### src/rtl/sram_mem_ctrl.sv
// Data-memory responder: serves 32-bit MA-stage word requests from a 16-bit
// asynchronous SRAM as two half-word cycles with programmable wait states.
module sram_mem_ctrl #(
  parameter int          WAIT_CYCLES = 1,
  parameter logic [31:0] BASE_ADDR   = 32'd1024,
  parameter int          SRAM_AW     = 18
) (
  input  logic               clk,
  input  logic               rst,
  input  logic               mem_r_en,
  input  logic               mem_w_en,
  input  logic [31:0]        address,
  input  logic [31:0]        data,
  output logic [31:0]        mem_result,
  output logic               ready,
  output logic [SRAM_AW-1:0] sram_addr,
  output logic [15:0]        sram_wdata,
  input  logic [15:0]        sram_rdata,
  output logic               sram_we_n,
  output logic               sram_oe_n
);

  localparam int          CW     = (WAIT_CYCLES > 0) ? $clog2(WAIT_CYCLES + 1) : 1;
  localparam logic [CW-1:0] RELOAD = CW'(WAIT_CYCLES);

  typedef enum logic [1:0] {IDLE, LO, HI, DONE} state_t;

  state_t             state;
  logic [CW-1:0]      cnt;
  logic [SRAM_AW-2:0] wi_q;
  logic [31:0]        data_q;
  logic               is_wr;
  logic [31:0]        rd;

  logic [31:0]        offset;
  logic [SRAM_AW-2:0] wi;
  logic               unused_bits;
  logic               req;

  // Byte offset from the SRAM base; high bits wrap silently, low bits are the byte lane.
  assign offset      = address - BASE_ADDR;
  assign wi          = offset[SRAM_AW:2];
  assign unused_bits = ^{offset[31:SRAM_AW+1], offset[1:0]};
  assign req         = mem_r_en | mem_w_en;

  assign ready      = (state == DONE) || ((state == IDLE) && !req);
  assign mem_result = ((state == DONE) && !is_wr) ? rd : 32'b0;

  always_ff @(posedge clk or negedge rst) begin
    if (!rst) begin
      state      <= IDLE;
      cnt        <= '0;
      wi_q       <= '0;
      data_q     <= '0;
      is_wr      <= 1'b0;
      rd         <= '0;
      sram_addr  <= '0;
      sram_wdata <= '0;
      sram_we_n  <= 1'b1;
      sram_oe_n  <= 1'b1;
    end else begin
      case (state)
        IDLE: begin
          if (req) begin
            wi_q       <= wi;
            data_q     <= data;
            is_wr      <= mem_w_en;
            cnt        <= RELOAD;
            state      <= LO;
            sram_addr  <= {wi, 1'b0};
            sram_wdata <= mem_w_en ? data[15:0] : 16'b0;
            sram_we_n  <= ~mem_w_en;
            sram_oe_n  <= mem_w_en;
          end
        end
        LO: begin
          if (cnt == '0) begin
            cnt        <= RELOAD;
            state      <= HI;
            sram_addr  <= {wi_q, 1'b1};
            sram_wdata <= is_wr ? data_q[31:16] : 16'b0;
            if (!is_wr) rd[15:0] <= sram_rdata;
          end else begin
            cnt <= cnt - 1'b1;
          end
        end
        HI: begin
          if (cnt == '0) begin
            state      <= DONE;
            sram_addr  <= '0;
            sram_wdata <= '0;
            sram_we_n  <= 1'b1;
            sram_oe_n  <= 1'b1;
            if (!is_wr) rd[31:16] <= sram_rdata;
          end else begin
            cnt <= cnt - 1'b1;
          end
        end
        DONE: begin
          state <= IDLE;
        end
        default: begin
          state <= IDLE;
        end
      endcase
    end
  end

endmodule
### config.mk
export PLATFORM = sky130hd
export DESIGN_NAME = sram_mem_ctrl
export DESIGN_NICKNAME = d
export VERILOG_FILES = /design/src/rtl/sram_mem_ctrl.sv
export SDC_FILE = /design/constraint.sdc
export NUM_CORES = 1
export LEC_CHECK = 0
export CORE_MARGIN = 2
export CORE_UTILIZATION = 47
export DETAILED_ROUTE_END_ITERATION = 8
export PLACE_DENSITY = 0.9
export RECOVER_POWER = 100
export SYNTH_ARGS = -nofsm -noshare
export SYNTH_HDL_FRONTEND = slang
export SYNTH_SLANG_ARGS = --single-unit
### constraint.sdc
create_clock -name clk -period 2.4 [get_ports clk]
set_input_delay 0.72 -clock clk [delete_from_list [all_inputs] [get_ports clk]]
set_output_delay 0.72 -clock clk [all_outputs]
set_load 0.03 [all_outputs]
== After elaboration in Yosys (flattened, before gate mapping) ==
Index checks and enable logic that the tools add are counted.

* Logic and storage cells: 62
* Input port bits: 84
* Output and inout bits: 69
* Bits in registers: 121

* Eq/ne operators: 6
* Add/subtract/negate cells: 2
* Reductions and logical operators: 15
* Bitwise gates (word level): 4
* Muxes and demuxes: 24

{| class="wikitable"
|+ Operators by type and width
! kind !! number
|-
| 16-bit two-way mux || 5
|-
| 18-bit two-way mux || 3
|-
| 18-bit case mux with 3 select lines || 1
|-
| 16-bit case mux with 3 select lines || 1
|-
| 32-bit two-way mux || 1
|-
| 19-bit by 11-bit subtractor with 19-bit output (second input constant) || 1
|-
| 3-bit AND reduction || 4
|-
| 2-bit case mux with 4 select lines || 1
|-
| 1-bit two-way mux || 6
|-
| 2-bit two-way mux || 3
|-
| 2-bit inequality test (second input constant) || 3
|-
| 2-bit == test (second input constant) || 2
|-
| 1-bit case mux with 2 select lines || 2
|-
| 2-bit AND reduction || 2
|-
| 4-bit AND reduction || 1
|-
| 1-bit NOT || 3
|-
| 1-bit case mux with 3 select lines || 1
|-
| 3-bit nonzero test || 1
|-
| 2-bit by 1-bit == test with 1-bit output (second input constant) || 1
|-
| 1-bit logical AND || 2
|-
| 1-bit logical NOT || 2
|-
| 2-bit logical NOT || 1
|-
| 2-bit nonzero test || 1
|-
| 1-bit logical OR || 1
|-
| 2 further kinds || 2
|}

== Logic depth before layout (Yosys ltp) ==
Gate-level depths: netlist of the first run.

* Depth after elaboration: 4
* Mapped depth: 8
* Depth with buffers taken out: 6

== Worst setup path after synthesis of the first run ==
OpenSTA, ideal clock, no wires.

* Path type: flip-flop to output port
* From: register state[0]
* To: output mem_result[10]
* Buffers on the path: 1
* Required time: 1,680 ps
* Data arrival time: 1,381 ps
* Slack: 299 ps
* Stages on the path, launching flop included: 5
* Cells stage by stage: dfrtp_1 > ha_1 > nor2b_1 > clkbuf_1 > and2_1

* Longest elaborated chain between the ends: 3

{| class="wikitable"
|+ Ends and longest elaborated chain
! element !! line !! source
|-
| start, declared || 28 || <nowiki>state_t state;</nowiki>
|-
| start signal, assigned || 51 || <nowiki>state <= IDLE;</nowiki>
|-
| start signal, assigned || 69 || <nowiki>state <= LO;</nowiki>
|-
| start signal, assigned || 79 || <nowiki>state <= HI;</nowiki>
|-
| 2-bit == test || 47 || <nowiki>assign mem_result = ((state == DONE) && !is_wr) ? rd : 32'b0;</nowiki>
|-
| 1-bit logical AND || 47 ||
|-
| 32-bit two-way mux || 47 ||
|-
| end, declared || 14 || <nowiki>output logic [31:0] mem_result,</nowiki>
|}

Every way passes these cells.

== Final worst setup path of the first run ==
* From: input mem_w_en
* To: register data_q[22]

* Longest elaborated chain between the ends: 2

{| class="wikitable"
|+ Ends and longest elaborated chain
! element !! line !! source
|-
| start, declared || 11 || <nowiki>input logic mem_w_en,</nowiki>
|-
| 1-bit OR || 44 || <nowiki>assign req = mem_r_en | mem_w_en;</nowiki>
|-
| 2-bit AND reduction (no source line) || -- ||
|-
| end signal, assigned || 66 || <nowiki>data_q <= data;</nowiki>
|-
| end, declared || 31 || <nowiki>logic [31:0] data_q;</nowiki>
|}

Every way passes these cells.
A chain may end at the register's enable or synchronous reset.

==> results of run 1 <==
metrics by stage:
step	power (mW)	util	setup TNS [ns]
6_report	9.78	0.650	-0.0418
5_1_grt	10.4	0.650	-2.94
4_1_cts	10.0	0.652	-0.592
3_5_place_dp	8.85	0.624	-0.0406
3_3_place_gp	8.58	0.624	-0.00245
2_1_floorplan	7.06	-	0
where the power goes:
part	leakage [nW]	internal, mW	switching [mW]
combinational	1.52	2.51	3.05
clock	0.0895	0.397	0.634
sequential	1.25	2.71	0.486
total	2.86	5.61	4.17
Yosys cell counts (6+ instances only):
| master | n | area share |
|---|---|---|
| nand2_1 | 16 | 0.012 |
| nor2_1 | 45 | 0.034 |
| a21oi_1 | 18 | 0.018 |
| and2b_2 | 6 | 0.011 |
| a22oi_1 | 16 | 0.024 |
| dfrtp_1 | 103 | 0.52 |
| o21ai_0 | 14 | 0.014 |
| a21oi_2 | 29 | 0.052 |
| inv_1 | 7 | 0.0053 |
| and2_1 | 32 | 0.041 |
| mux2_2 | 56 | 0.13 |
| clkbuf_1 | 7 | 0.0053 |
repair_timing:
item                                    CTS  global route
cloned                                    1             0
resized for setup                        22             9
hold buffers                              0             0
buffers inserted                          1             0
endpoints found under the hold margin     0             0
endpoints found under the setup margin   33            33
pin swaps                                 1             0
final timing paths:
| kind | from | to | slack [ns] | cells after the start |
|---|---|---|---|---|
| max | mem_w_en | data_q[22] | -0.01 | 5 |
| min | wi_q[15] | wi_q[15] | 0.49 | 2 |
| max reg2reg | state[0] | sram_wdata[6] | 0.11 | 8 |
| min reg2reg | wi_q[15] | wi_q[15] | 0.49 | 2 |
| max in group asynchronous | rst | sram_addr[8] | 0.73 | 2 |
| min in group asynchronous | rst | rd[16] | 0.79 | 2 |
metal layers:
metal,global-route usage,part of all wire
met5,0,0
met4,0.0865,0.020
met3,0.0282,0.035
met2,0.375,0.54
met1,0.246,0.40
logic make-up after synthesis:
| kind of cell | count (synthesis) | synth area share |
|---|---|---|
| adders and majority gates | 5 | 0.0127 |
| DFF | 105 | 0.534 |
| xor gates and xnor gates | 7 | 0.0124 |
| and+or+nand+nor | 119 | 0.131 |
| muxes | 61 | 0.138 |
| AOI/OAI and AO/OA | 87 | 0.125 |
| buffers and inverters | 32 | 0.0472 |
cell type report:
class                   count  area, µm²
clock buffers               9        124
clock inverters             7       63.8
fillers                   753       3580
inverters                   7       26.3
multi-input cells         279       2120
flip-flops and latches    105       2630
well taps                 136        170
repair buffers            154       1520
state kept, by name, indices dropped and copies added (netlist names):
register,count
wi_q,17
rd,32
sram_addr,18
sram_oe_n,1
state,2
data_q,16
cnt,1
is_wr,1
sram_wdata,16
sram_we_n,1
layout by cell type, fill, tap and decap left out, types with 2 or more instances in the layout:
cell	count
a21oi_1	18
a21oi_2	29
a22oi_1	16
a2bb2oi_1	2
a31oi_1	3
and2_1	26
and2_4	6
and2b_2	6
and3_2	3
buf_12	3
buf_4	25
buf_6	16
clkbuf_2	3
clkbuf_4	2
clkbuf_8	9
clkdlybuf4s50_1	68
clkinv_4	3
clkinvlp_4	2
dfrtp_1	103
dlygate4sd3_1	34
ha_1	3
ha_4	2
inv_1	7
inv_8	2
mux2_2	56
mux2i_1	5
nand2_1	16
nor2_1	45
nor2b_1	3
nor3_1	2
nor3b_2	4
o21ai_0	15
o31ai_1	2
xnor2_1	4
xor2_1	3
worst register-to-register path: cells and delay by family, from the launching register on:
family | cells | cell delay [ns]
flip-flops | 1 | 0.43
adder cells (fa/ha/maj) | 1 | 0.33
buffers and inverters | 3 | 0.90
AO/OA/AOI/OAI | 2 | 0.39
AND/OR/NAND/NOR | 2 | 0.17
==> reports/results.ini, run 1 <==
[clock_network]
cts_buffers=9
path_clk_slew_ns=0.10
insertion_delay_ns=0.37
cts_tree=built
clock_path_buffers=2
root_buffer=clkbuf_8
clkSinkCount=105
htreeDepth=3

[worst_setup_path]
crit_fanout=44
worst_path_max_delay_cell=clkbuf_2
worstSetupStartpointType=primary input
cp_num_buf_inv=3
worst_ep_required_time_ns=2.65
worst_ep_arrival_time_ns=2.67
max_stage_delay_ns=0.78
cp_top_family=buffers and inverters
end_kind=register
path_class=primary input to register
cp_cell_sequence=clkdlybuf4s50_1 -> buf_4 -> o21ai_4 -> clkbuf_2 -> mux2_2

[sta]
grt_setup_unrepaired=yes
slew_viol_final=0
finClkSkew_ns=0.0131
max_freq_ghz=0.415
tightest_slew_ns=1.39
period_needed_ns=2.41
holdWs_ns=0.487
fin_crit_sh=1.01
hold_viol_final=0
setup-violations-final=5
setup_ws_ns=-0.0124
relSlewSlack=0.0731

[placement]
postPlaceCellArea_um2=6380
place_ws_ns=-0.0193
numPortBuffers=137
hpwl_um=7990
place.gp.congestion=0.781
dp.cells=679

[status]
outcome=finished, violations left
violations=negative setup slack

[synthesis]
ys.flop_type=dfrtp_1
avgSynthCellArea_um2=11.8
synthArstFlopShare=1.00
syn_area_um2=4930
synth-seq-cells=105
synth_seq_area_share=0.534
synth_edf_count=0
synth_cells=416
ys_warn_count=0
synth_nets=505
synth.distinct_cells=40

[routing]
firstDrtPassIters=4
initialDrtViolationCount=177
antenna_left=0
drt-vias-per-instance=5.15
num_vias=3593
wirelength_um=11300
routedWlPerCell_um=16.2
drc=0

[global_routing]
grt_pass1_wl_um=18400
grt_use_total=0.207
antenna_found_initial=0
grt_overflow=0
grt_pass1_vias=3766
grt_max_degree=106

[floorplanning]
die-area_um2=11300
ios=153
die_x_um=106
row_count=37
fp.coreArea_um2=10200
fp.dieH_um=106
start_util=0.482

[final_layout]
antennaDiodeCount=0
syn_to_final_growth_pct=34.9
fin_area_um2=6650
finalNonFillerCells=697
drive_gt1_frac=0.317
nets=645

[pwr]
ir_drop_mv=0.727
cellPowerDensity_nw_per_um2=1470
p_leak_nw=2.86

[hold_path]
min_path_type=register to register

[job]
cap_violations=0

(Power assumes the default switching activity.)
==> run 2: changes to the inputs <==
--- a/config.mk
+++ b/config.mk
@@ -8,6 +8,7 @@
 export CORE_MARGIN = 2
 export CORE_UTILIZATION = 47
 export DETAILED_ROUTE_END_ITERATION = 8
+export GPL_TIMING_DRIVEN = 0
 export PLACE_DENSITY = 0.9
 export RECOVER_POWER = 100
 export SYNTH_ARGS = -nofsm -noshare
==> reports/results.ini, run 2 (same netlist as run 1, synthesis figures left out) <==
[status]
outcome=finished, violations left  ; unchanged
violations=negative setup slack  ; unchanged

[global_routing]
grt_util_met2=0.402  ; was 0.375
use_met3=0.0392  ; was 0.0282
grt_pass1_vias=3865  ; was 3766
busiest_layer=met2  ; unchanged
grt_pass1_wl_um=19600  ; was 18400 µm
grt_use_total=0.222  ; was 0.207
grt_max_degree=71  ; was 106
grt_overflow=0  ; unchanged
antenna_found_initial=0  ; unchanged
met1_usage=0.266  ; was 0.246

[clock_network]
path_clk_slew_ns=0.09  ; was 0.10 ns
ctsHoldBuffers=0  ; unchanged
clock_path_buffers=2  ; unchanged
root_buffer=clkbuf_8  ; unchanged
clkSinkCount=105  ; unchanged
htreeDepth=3  ; unchanged
cts_tree=built  ; unchanged
insertion_delay_ns=0.36  ; was 0.37 ns
cts_buffers=9  ; unchanged

[sta]
tns_ns=-0.0532  ; was -0.0418 ns
max_freq_ghz=0.413  ; was 0.415 GHz
fin_crit_sh=1.01  ; about the same
setup_ws_ns=-0.0229  ; was -0.0124 ns
relSlewSlack=0.374  ; was 0.0731
period_needed_ns=2.42  ; was 2.41 ns
grt_setup_unrepaired=yes  ; unchanged
holdWs_ns=0.460  ; was 0.487 ns
finClkSkew_ns=0.00823  ; was 0.0131 ns
setup-violations-final=7  ; was 5
hold_viol_final=0  ; unchanged
tightest_slew_ns=0.939  ; was 1.39 ns
slew_viol_final=0  ; unchanged

[final_layout]
nets=663  ; was 645
utilization=0.676  ; was 0.650
final_cell_mix=102 x dfrtp_1, 101 x clkdlybuf4s50_1, 56 x mux2_2  ; was 103 x dfrtp_1, 68 x clkdlybuf4s50_1, 56 x mux2_2
fin_area_um2=6920  ; was 6650 µm²
top_regs=rd: 32 flops, sram_addr: 18 flops, wi_q: 17 flops  ; unchanged
layout_commonest_cell=dfrtp_1  ; unchanged
drive_gt1_frac=0.364  ; was 0.317
antennaDiodeCount=0  ; unchanged
finalNonFillerCells=715  ; was 697
syn_to_final_growth_pct=40.4  ; was 34.9%
largest_register_ffs=32  ; unchanged
regMostFlops=rd  ; unchanged

[worst_setup_path]
max_stage_delay_ns=0.45  ; was 0.78 ns
worst_ep_arrival_time_ns=1.70  ; was 2.67 ns
worst_ep_required_time_ns=1.68  ; was 2.65 ns
cp_cell_sequence=ha_4 -> nor2b_4 -> buf_12 -> buf_8 -> and2_1 -> buf_6  ; was clkdlybuf4s50_1 -> buf_4 -> o21ai_4 -> clkbuf_2 -> mux2_2
path_class=register to primary output  ; was primary input to register
crit_fanout=10  ; was 44
cp_num_buf_inv=3  ; unchanged
worstSetupStartpointType=register  ; was primary input
worst_path_max_delay_cell=dfrtp_2  ; was clkbuf_2
cp_top_family=flip-flops  ; was buffers and inverters
end_kind=primary output  ; was register

[floorplanning]
start_util=0.482  ; unchanged
die-area_um2=11300  ; unchanged
fp.coreArea_um2=10200  ; unchanged
ios=153  ; unchanged
fp.dieH_um=106  ; unchanged
die_x_um=106  ; unchanged
row_count=37  ; unchanged

[routing]
drt-vias-per-instance=5.24  ; was 5.15
firstDrtPassIters=4  ; unchanged
routedWlPerCell_um=17.6  ; was 16.2 µm
antenna_left=0  ; unchanged
wirelength_um=12600  ; was 11300 µm
num_vias=3744  ; was 3593
initialDrtViolationCount=227  ; was 177
drc=0  ; unchanged

[placement]
place.gp.congestion=0.768  ; was 0.781
hpwl_um=8790  ; was 7990 µm
postPlaceCellArea_um2=6490  ; was 6380 µm²
numPortBuffers=137  ; unchanged
dp.cells=690  ; was 679

[pwr]
p_leak_nw=2.97  ; was 2.86 nW
p_sw_frac=0.420  ; was 0.426
cellPowerDensity_nw_per_um2=1510  ; was 1470 nW/µm²
internal_power_mw=6.08  ; was 5.61 mW
ir_drop_mv=0.614  ; was 0.727 mV
switchingPower_mw=4.39  ; was 4.17 mW
pwr-share-seq=0.311  ; was 0.327
clkPwrFrac=0.104  ; was 0.105
p_comb_frac=0.585  ; was 0.568

[job]
cap_violations=0  ; unchanged

[hold_path]
min_path_type=primary input to async pin  ; was register to register

-- run 2: cell types whose count changed in the layout (fill, tap and decap cells not counted), sizes merged --
cell / change
clkbuf: +10
clkdlybuf4s15: +1
inv: -1
clkinv: -1
clkinvlp: -1
clkdlybuf4s50: +33
dlygate4sd3: -34
buf: +10
dlygate4sd2: +1
-- run 2: power by group through the flow --
stage / Combinational, mW / Sequential [mW] / Clock, mW
after floorplan: 3.38 / 3.68 / 0
after global placement: 5.54 / 3.16 / 0
after detailed placement: 5.74 / 3.23 / 0
after CTS: 5.89 / 3.21 / 1.10
after global routing: 6.55 / 3.34 / 1.19
final: 6.13 / 3.26 / 1.09
-- run 2: cell type report --
type	count	area (µm²)
Buffer	25	240
Multi-Input combinational cell	279	2160
Clock buffer	12	165
Inverter	7	26.3
Clock inverter	4	33.8
Sequential cell	105	2630
Fill cell	717	3310
Tap cell	136	170
Timing Repair Buffer	147	1490
-- run 2: worst register-to-register path: cells and delay by family (launching register included) --
kind,cells,cell delay [ns]
buffers and inverters,4,0.73
and+or+nand+nor,1,0.46
DFF,1,0.45
AOI/OAI and AO/OA,2,0.31
adders and majority gates,1,0.20
-- run 2: what timing repair did --
action | 4_1_cts | 5_1_grt
pin swaps | 3 | 21
setup buffers | 4 | 4
gates resized for setup | 221 | 53
cloned | 1 | 0
setup endpoints to repair | 33 | 33
-- run 2: metrics by stage --
step	setup WS, ns	total power, mW
finish	-0.0229	10.5
detailed placement	-0.845	8.96
floorplan	0.299	7.06
global placement	-3.16	8.70
global route	-0.0940	11.1
CTS	-0.0204	10.2
-- run 2: path summary, 6_finish.rpt --
path / startpoint / end / slack [ns] / cells after the start
setup / recovery: state[0] / mem_result[30] / -0.02 / 6
hold / removal: rst / rd[16] / 0.46 / 1
setup reg to reg: state[0] / sram_wdata[10] / 0.15 / 8
hold reg to reg: wi_q[16] / wi_q[16] / 0.48 / 2
max in group asynchronous: rst / data_q[16] / 0.42 / 2
min in group clk: wi_q[16] / wi_q[16] / 0.48 / 2
-- run 2: layer usage --
layer  wire length, µm  up-vias  share of wire
li1                  -     1740              -
met2              6830      117           0.54
met4               204        0          0.016
met5                 0        -              0
met1              5120     1870           0.41
met3               468       17          0.037
